### config.mk
export PLATFORM = sky130hd
export DESIGN_NAME = iob_ibus_dbus_merge
export DESIGN_NICKNAME = d
export VERILOG_FILES = /design/src/rtl/iob_ibus_dbus_merge_pkg.sv /design/src/rtl/iob_ibus_dbus_merge_id_fifo.sv /design/src/rtl/iob_ibus_dbus_merge.sv
export SDC_FILE = /design/constraint.sdc
export NUM_CORES = 1
export LEC_CHECK = 0
export BUFFER_PORTS_ARGS = -buffer_cell sky130_fd_sc_hd__buf_4
export CAP_MARGIN = 40
export CORE_AREA = 2 2 123 125
export CTS_BUF_LIST = sky130_fd_sc_hd__clkbuf_16
export DETAILED_ROUTE_END_ITERATION = 8
export DIE_AREA = 0 0 125 127
export MAX_ROUTING_LAYER = met4
export PLACE_DENSITY = 0.57
export RECOVER_POWER = 100
export SYNTH_ARGS = -nofsm -noshare
export SYNTH_HDL_FRONTEND = slang
export SYNTH_SLANG_ARGS = --single-unit
### constraint.sdc
create_clock -name clk_i -period 1.85 [get_ports clk_i]
set_input_delay 0.0925 -clock clk_i [delete_from_list [all_inputs] [get_ports clk_i]]
set_output_delay 0.0925 -clock clk_i [all_outputs]
set_load 0.01 [all_outputs]
### src/rtl/iob_ibus_dbus_merge_pkg.sv
// Shared widths, field offsets and master ids for the ibus/dbus merge.
// Requests are {avalid,addr,wdata,wstrb}; responses are {rdata,rvalid,ready}.
package iob_ibus_dbus_merge_pkg;

    localparam logic ID_IBUS = 1'b0;
    localparam logic ID_DBUS = 1'b1;

    localparam int WSTRB_OFF  = 32'sd0;
    localparam int READY_OFF  = 32'sd0;
    localparam int RVALID_OFF = 32'sd1;
    localparam int RDATA_OFF  = 32'sd2;

    function automatic int wstrb_w(input int data_w);
        return data_w / 32'sd8;
    endfunction

    function automatic int req_w(input int addr_w, input int data_w);
        return 32'sd1 + addr_w + data_w + wstrb_w(data_w);
    endfunction

    function automatic int resp_w(input int data_w);
        return data_w + 32'sd2;
    endfunction

    function automatic int wdata_off(input int data_w);
        return wstrb_w(data_w);
    endfunction

    function automatic int address_off(input int data_w);
        return wstrb_w(data_w) + data_w;
    endfunction

    function automatic int avalid_off(input int addr_w, input int data_w);
        return req_w(addr_w, data_w) - 32'sd1;
    endfunction

endpackage

### src/rtl/iob_ibus_dbus_merge_id_fifo.sv
// Small synchronous FIFO of 1-bit master ids, one entry per outstanding read.
module iob_id_fifo
    import iob_ibus_dbus_merge_pkg::*;
#(
    parameter int DEPTH = 2,
    localparam int PTR_W = (DEPTH > 1) ? $clog2(DEPTH) : 1,
    localparam int CNT_W = $clog2(DEPTH + 1)
) (
    input  logic             clk,
    input  logic             cke,
    input  logic             rst,
    input  logic             push,
    input  logic             din,
    input  logic             pop,
    output logic             dout,
    output logic             full,
    output logic             empty,
    output logic [CNT_W-1:0] count
);

    logic             mem_r [DEPTH];
    logic [PTR_W-1:0] wr_ptr_r;
    logic [PTR_W-1:0] rd_ptr_r;
    logic [CNT_W-1:0] count_r;
    logic             do_push_s;
    logic             do_pop_s;

    function automatic logic [PTR_W-1:0] ptr_inc(input logic [PTR_W-1:0] ptr);
        return (ptr == PTR_W'(DEPTH - 1)) ? {PTR_W{1'b0}} : ptr + PTR_W'(1);
    endfunction

    // Qualified push/pop: never overflow or underflow even if the caller misbehaves.
    always_comb begin
        do_pop_s  = pop & ~empty;
        do_push_s = push & (~full | do_pop_s);
    end

    // Id storage; contents are meaningless while the matching slot is empty.
    always_ff @(posedge clk) begin
        if (cke && do_push_s) begin
            mem_r[wr_ptr_r] <= din;
        end
    end

    // Pointer and occupancy state.
    always_ff @(posedge clk) begin
        if (rst) begin
            wr_ptr_r <= {PTR_W{1'b0}};
            rd_ptr_r <= {PTR_W{1'b0}};
            count_r  <= {CNT_W{1'b0}};
        end else if (cke) begin
            if (do_push_s) wr_ptr_r <= ptr_inc(wr_ptr_r);
            if (do_pop_s)  rd_ptr_r <= ptr_inc(rd_ptr_r);
            case ({do_push_s, do_pop_s})
                2'b10:   count_r <= count_r + CNT_W'(1);
                2'b01:   count_r <= count_r - CNT_W'(1);
                default: count_r <= count_r;
            endcase
        end
    end

    assign dout  = mem_r[rd_ptr_r];
    assign full  = (count_r == CNT_W'(DEPTH));
    assign empty = (count_r == {CNT_W{1'b0}});
    assign count = count_r;

endmodule

### src/rtl/iob_ibus_dbus_merge.sv
// Merges instruction and data IOb masters onto one memory port with a
// locking round-robin arbiter and in-order read response routing.
module iob_ibus_dbus_merge
    import iob_ibus_dbus_merge_pkg::*;
#(
    parameter int ADDR_W     = 32,
    parameter int DATA_W     = 32,
    parameter int PEND_DEPTH = 2,
    localparam int REQ_W  = req_w(ADDR_W, DATA_W),
    localparam int RESP_W = resp_w(DATA_W)
) (
    input  logic              clk_i,
    input  logic              cke_i,
    input  logic              rst_i,
    input  logic [REQ_W-1:0]  i_req_i,
    output logic [RESP_W-1:0] i_resp_o,
    input  logic [REQ_W-1:0]  d_req_i,
    output logic [RESP_W-1:0] d_resp_o,
    output logic [REQ_W-1:0]  m_req_o,
    input  logic [RESP_W-1:0] m_resp_i,
    output logic              err_o
);

    localparam int WSTRB_W = wstrb_w(DATA_W);
    localparam int AV_OFF  = avalid_off(ADDR_W, DATA_W);
    localparam int CNT_W   = $clog2(PEND_DEPTH + 1);

    logic             grant_s, grant_r, last_r, lock_r, err_r;
    logic [REQ_W-1:0] sel_req_s;
    logic             sel_av_s, sel_rd_s, stall_s, hs_s;
    logic             m_ready_s, m_rvalid_s;
    logic             push_s, pop_s, head_s;
    logic             fifo_full_s, fifo_empty_s;
    logic [CNT_W-1:0] fifo_count_s;

    assign m_ready_s  = m_resp_i[READY_OFF];
    assign m_rvalid_s = m_resp_i[RVALID_OFF];

    // Arbitration: a locked grant wins; otherwise round-robin on ties.
    always_comb begin
        grant_s = grant_r;
        if (lock_r) begin
            grant_s = grant_r;
        end else if (i_req_i[AV_OFF] && d_req_i[AV_OFF]) begin
            grant_s = (last_r == ID_IBUS) ? ID_DBUS : ID_IBUS;
        end else if (d_req_i[AV_OFF]) begin
            grant_s = ID_DBUS;
        end else if (i_req_i[AV_OFF]) begin
            grant_s = ID_IBUS;
        end else begin
            grant_s = grant_r;
        end
    end

    // Request path; a read stalls only while the id FIFO has no slot this cycle.
    always_comb begin
        sel_req_s        = (grant_s == ID_DBUS) ? d_req_i : i_req_i;
        sel_av_s         = sel_req_s[AV_OFF];
        sel_rd_s         = (sel_req_s[WSTRB_OFF +: WSTRB_W] == {WSTRB_W{1'b0}});
        pop_s            = cke_i & m_rvalid_s & (fifo_count_s != {CNT_W{1'b0}});
        stall_s          = sel_rd_s & fifo_full_s & ~pop_s;
        hs_s             = sel_av_s & m_ready_s & ~stall_s;
        push_s           = cke_i & hs_s & sel_rd_s;
        m_req_o          = sel_req_s;
        m_req_o[AV_OFF]  = sel_av_s & ~stall_s;
    end

    // Response routing: ready follows the grant, rvalid follows the FIFO head.
    always_comb begin
        i_resp_o = {RESP_W{1'b0}};
        d_resp_o = {RESP_W{1'b0}};
        i_resp_o[RDATA_OFF +: DATA_W] = m_resp_i[RDATA_OFF +: DATA_W];
        d_resp_o[RDATA_OFF +: DATA_W] = m_resp_i[RDATA_OFF +: DATA_W];
        i_resp_o[READY_OFF]  = (grant_s == ID_IBUS) & m_ready_s & ~stall_s;
        d_resp_o[READY_OFF]  = (grant_s == ID_DBUS) & m_ready_s & ~stall_s;
        i_resp_o[RVALID_OFF] = pop_s & (head_s == ID_IBUS);
        d_resp_o[RVALID_OFF] = pop_s & (head_s == ID_DBUS);
    end

    // Arbiter history, grant lock and sticky spurious-response flag.
    always_ff @(posedge clk_i) begin
        if (rst_i) begin
            grant_r <= ID_IBUS;
            last_r  <= ID_IBUS;
            lock_r  <= 1'b0;
            err_r   <= 1'b0;
        end else if (cke_i) begin
            grant_r <= grant_s;
            lock_r  <= sel_av_s & ~m_ready_s;
            if (hs_s) last_r <= grant_s;
            if (m_rvalid_s && fifo_empty_s) err_r <= 1'b1;
        end
    end

    assign err_o = err_r;

    iob_id_fifo #(
        .DEPTH (PEND_DEPTH)
    ) u_id_fifo (
        .clk   (clk_i),
        .cke   (cke_i),
        .rst   (rst_i),
        .push  (push_s),
        .din   (grant_s),
        .pop   (pop_s),
        .dout  (head_s),
        .full  (fifo_full_s),
        .empty (fifo_empty_s),
        .count (fifo_count_s)
    );

endmodule
==> summary.md, run 1 <==
| Metric | Value |
|---|---|
| GP Congestion | `0.758` |
| Ys async rst share | `0` |
| Area Overhead vs Synth | `82.6%` |
| First-pass GRT wire length | `roughly 13 mm` |
| Hpwl dp | `6.66 mm` |
| Grt met2 use | `0.170` |
| Buffers & Inverters on Critical Path | `2` |
| Max IR drop VDD | `0.000343 V` |
| Top Usage Layer GRT | `met2` |
| I/O Buffers | `~220` |
| Most used cell, CP | `nand2b_4` |
| Syn avg cell area | `5.42 sq um` |
| Final Skew | `0.00443 ns` |
| Crit-path cells | `nand2b_4 > a32oi_4 > buf_6 > mux2i_4 > nand2b_4 > nor2_2 > buf_4` |
| Die X | `125 um` |
| Post-Place Cell Area | `3330 sq um` |
| Worst Hold Launch | `rst_i` |
| Switching Share | `0.343` |
| Worst-path clk slew | `roughly 0.04 ns` |
| Max Cap Violations | `0` |
| Die H | `127 um` |
| Syn Std Cell Area | `1930 sq um` |
| Top cells by area, synth | `nand2_1, buf_4, dfxtp_1` |
| Vias | `~2,500` |
| Final setup viols | `0` |
| Sequential cell area fraction in the yosys report | `0.125` |
| Wirelength, routed | `about 8.2 mm` |
| Data arrival, critical path | `1.71 ns` |
| Worst Hold Class | `in -> reg` |
| Final Max Slew Viols | `0` |
| Clock root buffer | `clkbuf_16` |
| GR Layer Usage met3 | `0.0356` |
| Clock power frac | `0.244` |
| Fmax achieved | `around 0.55 GHz` |
| Die ar. | `15,900 sq um` |
| Switch Pwr | `0.560 mW` |
| Htree depth | `1` |
| Fin crit share | `0.975` |
| Cell variety after synth | `30` |
| Via density | `3.69` |
| Initial drt markers | `79` |
| Type of origin of the critical path | `register` |
| Flop and latch count out of synthesis | `11` |
| WS Path Type | `reg -> out` |
| Internal power | `around 1.1 mW` |
| Synth warnings | `0` |
| Initial core utilization | `0.134` |
| CTS tree | `yes` |
| Row cnt | `44` |
| Post-route ant nets | `0` |
| Fin nets | `682` |
| Total CTS buffers | `3` |
| Combinational share of power | `0.599` |
| WL/cell | `11.9 um` |
| CP Max Fanout | `6` |
| Crit path time final | `1.80 ns` |
| Pwr Density | `463 nW/um^2` |
| # diodes | `0` |
| RR Startpoint | `lock_r$_SDFFE_PP0P_` |
| Mapped Cells | `356` |
| Number of flops mapped to enable cells by yosys | `2` |
| Largest net degree at the start of global routing | `39` |
| Final hold vios | `0` |
| Met1 usage | `0.109` |
| Clock buffer depth | `2` |
| Worst path top cell family by delay | `simple AND/OR/NAND/NOR gates` |
| GRT overflow | `0` |
| Top FF cell, synth | `dfxtp_1` |
| Finished Cell Area | `approximately 3500 sq um` |
| Clk_lat worst skew | `0.24 ns` |
| Vias in the first global route | `2,477` |
| Hold_buf cts | `0` |
| Drc violations | `0` |
| Yosys top cell area share | `0.407` |
| Outcome | `complete, no violations` |
| Antenna violations before repair | `0` |
| RSZ-0062 raised after global routing | `yes` |
| Clock Sinks | `11` |
| Slowest stage cell, crit path | `dfxtp_4` |
| Top-Level Pins | `roughly 310` |
| Mapped Nets | `532` |
| Relative slew margins | `0.708` |
| Measured slew at the worst slew-check pin | `0.435 ns` |
| Core Region | `14,400 sq um` |
| Data required time of the critical path | `roughly 1.8 ns` |
| Seq pwr share | `0.158` |
| Layout cells sized above 1 | `0.487` |
| CP Launch Point | `lock_r$_SDFFE_PP0P_` |
| Final Hold Slack | `~0.11 ns` |
| Pre-antenna DRT Iters | `4` |
| Post-synth top area cell | `nand2_1` |
| Slowest stage delay, CP | `0.35 ns` |
| Gr usage total | `0.0979` |
| Crit. End Element | `output port` |
| Lkg Pwr | `2.00 nW` |
[what timing repair did]
action | 4_1_cts | 5_1_grt
setup endpoints to repair | 49 | 70
setup buffers | 0 | 1
pin swaps | 1 | 6
resized for setup | 6 | 20
endpoints found under the hold margin | 0 | 0
[placed cells by master, fill, tap and decap left out, drive strengths merged, types with 2 or more instances in the layout]
cell | synthesis | routed
nor2b | 3 | 3
a21oi | 2 | 2
nand3 | 2 | 2
nand2b | 3 | 3
buf | 66 | 224
mux2i | 3 | 3
xor2 | 3 | 3
nor4 | 2 | 2
edfxtp | 2 | 2
mux2 | 2 | 2
nor2 | 19 | 19
nand2 | 209 | 209
inv | 5 | 6
dfxtp | 9 | 9
clkbuf | 14 | 4
[cell usage after synthesis (3+ instances only)]
library cell    n
nor2b_1         3
clkbuf_1       14
inv_1           4
xor2_1          3
buf_4          65
nor2_1         19
mux2i_1         3
nand2_1       209
dfxtp_1         9
[stage by stage]
step | util | cells | setup TNS (ns) | setup WS (ns) | total power, mW
3_5_place_dp | 0.231 | 684 | -0.0465 | -0.0465 | 1.22
2_1_floorplan | - | 356 | 0 | 0.0198 | 0.773
6_report | 0.244 | 689 | 0 | 0.0460 | 1.63
4_1_cts | 0.238 | 688 | 0 | 0.00172 | 1.63
5_1_grt | 0.244 | 689 | -0.110 | -0.0611 | 1.75
3_3_place_gp | 0.231 | 684 | -0.0304 | -0.0304 | 1.21
[area by class of cell]
class | count | area, sq um
clock buffers | 3 | 75.1
clock inverters | 1 | 3.75
fillers | 1637 | 10900
inverters | 5 | 18.8
multi-input cells | 260 | 1210
flip-flops and latches | 11 | 244
well taps | 184 | 230
repair buffers | 225 | 1740
[per-layer routing]
layer	vias to the layer above	wire, um
li1	1324	-
met1	1032	3150
met4	0	90
met2	174	4030
met5	-	0
met3	10	965
[flip-flops by register name, indices dropped and copies added (netlist names), named ones only]
name                count
grant_r                 1
u_id_fifo.wr_ptr_r      1
lock_r                  1
last_r                  1
u_id_fifo.mem_r         2
u_id_fifo.rd_ptr_r      1
err_o                   1
u_id_fifo.count         2
[power by group through the flow]
stage | combinational (mW) | sequential [mW] | clock, mW
3_3_place_gp | 0.953 | 0.261 | 0
2_1_floorplan | 0.512 | 0.261 | 0
4_1_cts | 0.965 | 0.257 | 0.403
6_report | 0.976 | 0.257 | 0.397
3_5_place_dp | 0.955 | 0.261 | 0
5_1_grt | 1.08 | 0.257 | 0.421
[path summary, 6_finish.rpt]
path | slack (ns) | to | cells after the start
hold / removal | 0.11 | lock_r$_SDFFE_PP0P_ | 2
hold reg to reg | 0.48 | err_o$_SDFFE_PP0P_ | 2
setup / recovery | 0.05 | i_resp_o[0] | 7
setup reg to reg | 0.05 | u_id_fifo.count[0]$_SDFFE_PP0P_ | 9
[kinds of logic after synthesis]
kind of cell	synth area share
compound gates	0.0422
xor+xnor	0.0182
fa+ha+maj	0.00649
buf+inv	0.293
flops	0.125
mux	0.0273
simple gates	0.489
(Power assumes the default switching activity.)
==> inputs of run 2 (changes only) <==
- BUFFER_PORTS_ARGS: -buffer_cell sky130_fd_sc_hd__buf_4 -> -buffer_cell sky130_fd_sc_hd__buf_2
==> run 2 against run 1 <==
Net effect: first-iteration DRC count is 5.1% higher; utilization decreased by 3.7 points; sequential cell count unchanged; sequential share of layout area is 1.2 points higher; critical endpoint unchanged; highest routed layer unchanged.
==> summary.md, run 2 (synthesized netlist as in run 1, its figures left out) <==
| Metric | Value |
|---|---|
| Outcome | `complete, no violations (unchanged)` |
| Reg2reg setup slack | `0.09 ns (was 0.05 ns)` |
| Post-route ant nets | `0 (unchanged)` |
| Switch Pwr | `0.557 mW (was 0.560 mW)` |
| Vias in the first global route | `2,219 (was 2,477)` |
| First-pass GRT wire length | `11.4 mm (was 12.6 mm)` |
| Layout Cells excl Fill | `691 (was 689)` |
| Total CTS buffers | `3 (unchanged)` |
| Clock root buffer | `clkbuf_16 (unchanged)` |
| # diodes | `0 (unchanged)` |
| I/O Buffers | `216 (unchanged)` |
| Vias | `2,503 (was 2,540)` |
| Clock power frac | `0.278 (was 0.244)` |
| Wirelength, routed | `7.81 mm (was 8.23 mm)` |
| Data required time of the critical path | `1.76 ns (about the same)` |
| Final hold vios | `0 (unchanged)` |
| GR Layer Usage met3 | `0.0339 (was 0.0356)` |
| Fmax achieved | `0.551 GHz (was 0.554 GHz)` |
| Die ar. | `15,900 sq um (unchanged)` |
| Worst hold endpoint | `err_o$_SDFFE_PP0P_ (was lock_r$_SDFFE_PP0P_)` |
| Pwr Density | `489 nW/um^2 (was 463 nW/um^2)` |
| Commonest non-fill, non-tap cell in the layout | `buf_2 (was buf_4)` |
| Placed insts | `684 (unchanged)` |
| WL/cell | `11.3 um (was 11.9 um)` |
| Lkg Pwr | `1.83 nW (was 2.00 nW)` |
| Via density | `3.62 (was 3.69)` |
| Met1 usage | `0.0966 (was 0.109)` |
| Relative slew margins | `0.715 (was 0.708)` |
| Tot Pwr | `1.46 mW (was 1.63 mW)` |
| Commonest non-fill, non-tap cells in the layout | `buf_2, nand2_1, nor2_1 (was buf_4, nand2_1, nor2_1)` |
| Clock Sinks | `11 (unchanged)` |
| R2R Path End | `u_id_fifo.count[1]$_SDFFE_PP0P_ (was u_id_fifo.count[0]$_SDFFE_PP0P_)` |
| Row cnt | `44 (unchanged)` |
| Crit path time final | `1.81 ns (was 1.80 ns)` |
| Worst Hold Path Cells | `3 (was 2)` |
| Drc violations | `0 (unchanged)` |
| Crit. End Element | `output port (unchanged)` |
| Seq pwr share | `0.176 (was 0.158)` |
| Initial core utilization | `0.134 (unchanged)` |
| CTS tree | `yes (unchanged)` |
| Layout cells sized above 1 | `0.481 (was 0.487)` |
| GP Congestion | `0.776 (was 0.758)` |
| Switching Share | `0.382 (was 0.343)` |
| Top-Level Pins | `313 (unchanged)` |
| Slowest stage delay, CP | `0.32 ns (was 0.35 ns)` |
| Measured slew at the worst slew-check pin | `0.424 ns (was 0.435 ns)` |
| GRT overflow | `0 (unchanged)` |
| Core Region | `14,400 sq um (unchanged)` |
| Pre-antenna DRT Iters | `4 (unchanged)` |
| Grt met2 use | `0.156 (was 0.170)` |
| Initial drt markers | `83 (was 79)` |
| Clock buffer depth | `2 (unchanged)` |
| Final Skew | `0.00400 ns (was 0.00443 ns)` |
| Worst-path clk slew | `0.05 ns (was 0.04 ns)` |
| RR Startpoint | `lock_r$_SDFFE_PP0P_ (unchanged)` |
| Internal power | `0.903 mW (was 1.07 mW)` |
| Most used cell, CP | `nand2b_4 (unchanged)` |
| Type of origin of the critical path | `register (unchanged)` |
| Worst Hold Class | `in -> reg (unchanged)` |
| Slowest stage cell, crit path | `dfxtp_2 (was dfxtp_4)` |
| Top Usage Layer GRT | `met2 (unchanged)` |
| Die H | `127 um (unchanged)` |
| Setup_tns | `0 ns (unchanged)` |
| Area Overhead vs Synth | `54.7% (was 82.6%)` |
| Max IR drop VDD | `0.000461 V (was 0.000343 V)` |
| Max Cap Violations | `0 (unchanged)` |
| WS Path Type | `reg -> out (unchanged)` |
| Die X | `125 um (unchanged)` |
| Data arrival, critical path | `1.72 ns (was 1.71 ns)` |
| Clk_lat worst skew | `0.25 ns (was 0.24 ns)` |
| Worst Hold Launch | `m_resp_i[1] (was rst_i)` |
| Htree depth | `1 (unchanged)` |
| Antenna violations before repair | `0 (unchanged)` |
| Final Max Slew Viols | `0 (unchanged)` |
| Gr usage total | `0.0894 (was 0.0979)` |
| CP Max Fanout | `6 (unchanged)` |
| Fin crit share | `0.981 (was 0.975)` |
| Worst Reg-to-Reg Cells | `9 (unchanged)` |
| Hpwl dp | `6.28 mm (was 6.66 mm)` |
| Crit-path cells | `nand2b_4 > a32oi_4 > buf_6 > mux2i_4 > nand2b_4 > nor2_1 > buf_2 (was nand2b_4 > a32oi_4 > buf_6 > mux2i_4 > nand2b_4 > nor2_2 > buf_4)` |
| Final setup viols | `0 (unchanged)` |
| RSZ-0062 raised after global routing | `yes (unchanged)` |
| Largest net degree at the start of global routing | `38 (was 39)` |
| Fin nets | `684 (was 682)` |
| Combinational share of power | `0.546 (was 0.599)` |
run 2: cell type report:
class / instances / area, sq um
fill: 1659 / 11400
clock inverter: 1 / 3.75
clock buffer: 3 / 75.1
sequential: 11 / 241
multi-input combinational: 260 / 1200
inverter: 5 / 18.8
tap: 184 / 230
timing repair buffer: 227 / 1220
run 2: worst max-delay path by stage:
stage / endpoint / depth (start not counted) / from / slack (ns)
6_report: i_resp_o[0] / 7 / lock_r$_SDFFE_PP0P_ / 0.04
3_5_place_dp: u_id_fifo.count[1]$_SDFFE_PP0P_ / 9 / lock_r$_SDFFE_PP0P_ / -0.007
5_1_grt: i_resp_o[0] / 7 / lock_r$_SDFFE_PP0P_ / -0.03
4_1_cts: m_req_o[2] / 7 / lock_r$_SDFFE_PP0P_ / 0.004
3_3_place_gp: u_id_fifo.count[1]$_SDFFE_PP0P_ / 9 / lock_r$_SDFFE_PP0P_ / 0.01
2_1_floorplan: u_id_fifo.count[1]$_SDFFE_PP0P_ / 9 / lock_r$_SDFFE_PP0P_ / 0.02
run 2: layer usage:
layer,vias up,wire (um)
li1,1323,-
met1,987,2970
met2,179,3760
met3,14,958
met4,0,122
met5,-,0
run 2: critical path: cells and delay by family, from the launching register on:
kind	cells	cell delay, ns
buffers and inverters	2	0.33
AO/OA/AOI/OAI	1	0.21
multiplexers	1	0.26
flip-flops	1	0.32
AND/OR/NAND/NOR	3	0.35
run 2: timing repair:
action	CTS	global route
pin swaps	2	3
gates cloned	0	0
endpoints found under the setup margin	46	44
hold buffers	0	0
resized for setup	10	7
setup buffers	0	3
run 2: power groups by stage:
stage                     combinational [mW]  sequential [mW]  clock, mW
after CTS                              0.788            0.257      0.408
after global routing                   0.885            0.257      0.427
after floorplan                        0.512            0.261          0
after detailed placement               0.774            0.261          0
final                                  0.796            0.257      0.406
after global placement                 0.772            0.260          0
run 2: per-stage QoR:
stage               area (sq um)  setup WS, ns   util  hold slack, ns
global placement            2800       0.00983  0.194           0.185
detailed placement          2800      -0.00679  0.194           0.185
CTS                         2930       0.00440  0.203           0.113
floorplan                   1930        0.0198      -           0.247
finish                      2980        0.0350  0.207           0.108
global route                2980       -0.0267  0.207           0.122
==> inputs of run 3 (changes only) <==
- CELL_PAD_IN_SITES_DETAIL_PLACEMENT: default -> 1
- CELL_PAD_IN_SITES_GLOBAL_PLACEMENT: default -> 1
- CORE_AREA: 2 2 123 125 -> default
- CORE_MARGIN: default -> 2
- CORE_UTILIZATION: default -> 14
- CTS_BUF_LIST: sky130_fd_sc_hd__clkbuf_16 -> sky130_fd_sc_hd__clkbuf_8
- DIE_AREA: 0 0 125 127 -> default
- PLACE_DENSITY: 0.57 -> 0.9
==> run 3 against run 2 <==
Net effect: first-iteration DRC count shrank 40%; combinational power grew 0.5%; maximum frequency is essentially flat; register-to-register slack lost 0.05 ns; critical path depth is the same; sequential share of layout area grew 0.13 points; via count grew 6.2%; utilization grew 1.4 points; largest cell class is now multi-input combinational cells; largest power group unchanged; highest routed layer unchanged.
==> summary.md, run 3 (synthesized netlist as in run 1, its figures left out) <==
| Metric | Value |
|---|---|
| Hold_buf cts | `0 (unchanged)` |
| Clock root buffer | `clkbuf_8 (was clkbuf_16)` |
| Final hold vios | `0 (unchanged)` |
| Initial core utilization | `0.144 (was 0.134)` |
| Switching Share | `0.420 (was 0.382)` |
| Switch Pwr | `0.549 mW (was 0.557 mW)` |
| Lkg Pwr | `1.82 nW (was 1.83 nW)` |
| Commonest non-fill, non-tap cells in the layout | `buf_2, nand2_1, nor2_1 (unchanged)` |
| Vias | `2,659 (was 2,503)` |
| Top-Level Pins | `313 (unchanged)` |
| Htree depth | `1 (unchanged)` |
| Worst-path clk slew | `0.06 ns (was 0.05 ns)` |
| Die H | `121 um (was 127 um)` |
| Clock Sinks | `11 (unchanged)` |
| RSZ-0062 raised after global routing | `yes (unchanged)` |
| Combinational share of power | `0.613 (was 0.546)` |
| Crit. End Element | `output port (unchanged)` |
| Crit path time final | `1.82 ns (was 1.81 ns)` |
| Type of origin of the critical path | `register (unchanged)` |
| CP Max Fanout | `5 (was 6)` |
| Largest net degree at the start of global routing | `42 (was 38)` |
| Finished Cell Area | `2950 sq um (was 2980 sq um)` |
| Wirelength, routed | `8.88 mm (was 7.81 mm)` |
| Clk_lat worst skew | `0.25 ns (about the same)` |
| Post-route ant nets | `0 (unchanged)` |
| Relative slew margins | `0.679 (was 0.715)` |
| I/O Buffers | `216 (unchanged)` |
| Gr usage total | `0.110 (was 0.0894)` |
| WL/cell | `13.0 um (was 11.3 um)` |
| GRT overflow | `0 (unchanged)` |
| # diodes | `0 (unchanged)` |
| Placed insts | `676 (was 684)` |
| Fin nets | `685 (was 684)` |
| Clock buffer depth | `2 (unchanged)` |
| CTS tree | `yes (unchanged)` |
| Drc violations | `0 (unchanged)` |
| Max IR drop VDD | `0.000308 V (was 0.000461 V)` |
| GP Congestion | `0.802 (was 0.776)` |
| Fmax achieved | `0.550 GHz (was 0.551 GHz)` |
| Vias in the first global route | `2,578 (was 2,219)` |
| Max Cap Violations | `0 (unchanged)` |
| Commonest non-fill, non-tap cell in the layout | `buf_2 (unchanged)` |
| Pwr Density | `442 nW/um^2 (was 489 nW/um^2)` |
| Die X | `121 um (was 125 um)` |
| WS Path Type | `reg -> out (unchanged)` |
| Final Skew | `0.00855 ns (was 0.00400 ns)` |
| Die ar. | `14,700 sq um (was 15,900 sq um)` |
| Antenna violations before repair | `0 (unchanged)` |
| Hpwl dp | `7.39 mm (was 6.28 mm)` |
| Layout Cells excl Fill | `684 (was 691)` |
| Total CTS buffers | `3 (unchanged)` |
| Layout cells sized above 1 | `0.494 (was 0.481)` |
| Worst Hold Class | `in -> reg (unchanged)` |
| Post-Place Cell Area | `2780 sq um (was 2800 sq um)` |
| First-pass GRT wire length | `12.6 mm (was 11.4 mm)` |
| Data arrival, critical path | `1.72 ns (about the same)` |
| Outcome | `complete, no violations (unchanged)` |
| Final Hold Slack | `0.122 ns (was 0.108 ns)` |
| Final setup viols | `0 (unchanged)` |
| Row cnt | `42 (was 44)` |
| Data required time of the critical path | `1.76 ns (about the same)` |
| Clock power frac | `0.189 (was 0.278)` |
| Initial drt markers | `50 (was 83)` |
| Final Core Density | `0.221 (was 0.207)` |
| Seq pwr share | `0.198 (was 0.176)` |
| Final Max Slew Viols | `0 (unchanged)` |
| Core Region | `13,300 sq um (was 14,400 sq um)` |
| Measured slew at the worst slew-check pin | `0.476 ns (was 0.424 ns)` |
| Via density | `3.89 (was 3.62)` |
| Area Overhead vs Synth | `53.0% (was 54.7%)` |
| Internal power | `0.757 mW (was 0.903 mW)` |
| Fin crit share | `0.982 (was 0.981)` |
| Pre-antenna DRT Iters | `4 (unchanged)` |
==> run 3: repair_timing <==
| item | in CTS | in global routing |
|---|---|---|
| pin swaps | 3 | 5 |
| gates resized for setup | 14 | 9 |
| setup endpoints to repair | 53 | 53 |
| setup buffers | 0 | 4 |
| endpoints found under the hold margin | 0 | 0 |
==> run 3: path summary, 6_finish.rpt <==
path	startpoint	endpoint	slack [ns]	cells past startpoint
min	m_resp_i[1]	err_o$_SDFFE_PP0P_	0.12	3
max	lock_r$_SDFFE_PP0P_	i_resp_o[0]	0.03	7
min reg2reg	err_o$_SDFFE_PP0P_	err_o$_SDFFE_PP0P_	0.48	2
max reg2reg	lock_r$_SDFFE_PP0P_	u_id_fifo.count[1]$_SDFFE_PP0P_	0.04	9
==> run 3: power by group through the flow <==
stage	combinational, mW	clock [mW]	sequential (mW)
after floorplan	0.512	0	0.261
after global placement	0.767	0	0.261
after detailed placement	0.782	0	0.261
after CTS	0.802	0.249	0.258
after global routing	0.890	0.264	0.259
final	0.800	0.247	0.258
==> run 3: metrics by stage <==
step           setup TNS [ns]  power [mW]  setup WS [ns]
3_5_place_dp          -0.0614        1.04        -0.0614
6_report                    0        1.31         0.0332
3_3_place_gp                0        1.03         0.0179
5_1_grt                -0.215        1.41        -0.0667
2_1_floorplan               0       0.773         0.0198
4_1_cts                     0        1.31       0.000427
==> run 3: critical path, cell delays in order, from the launching register on <==
cell and delay [ns]:
dfxtp_2 0.33, nand2b_4 0.14, a32oi_4 0.19, buf_6 0.18
mux2i_4 0.26, nand2b_4 0.18, nor2_1 0.04, buf_2 0.14
==> run 3: routing by layer <==
layer / track usage / part of all wire / vias to the layer above
met2: 0.205 / 0.51 / 182
met5: - / 0 / -
met1: 0.105 / 0.36 / 1140
met4: 0.0330 / 0.020 / 0
met3: 0.0390 / 0.11 / 15
li1: - / - / 1322
==> run 3: cell type report <==
type	count	area, sq um
multi-input combinational	260	1210
sequential	11	243
timing repair buffer	228	1210
clock inverter	1	3.75
tap	176	220
clock buffer	3	41.3
inverter	5	18.8
fill	1783	10400
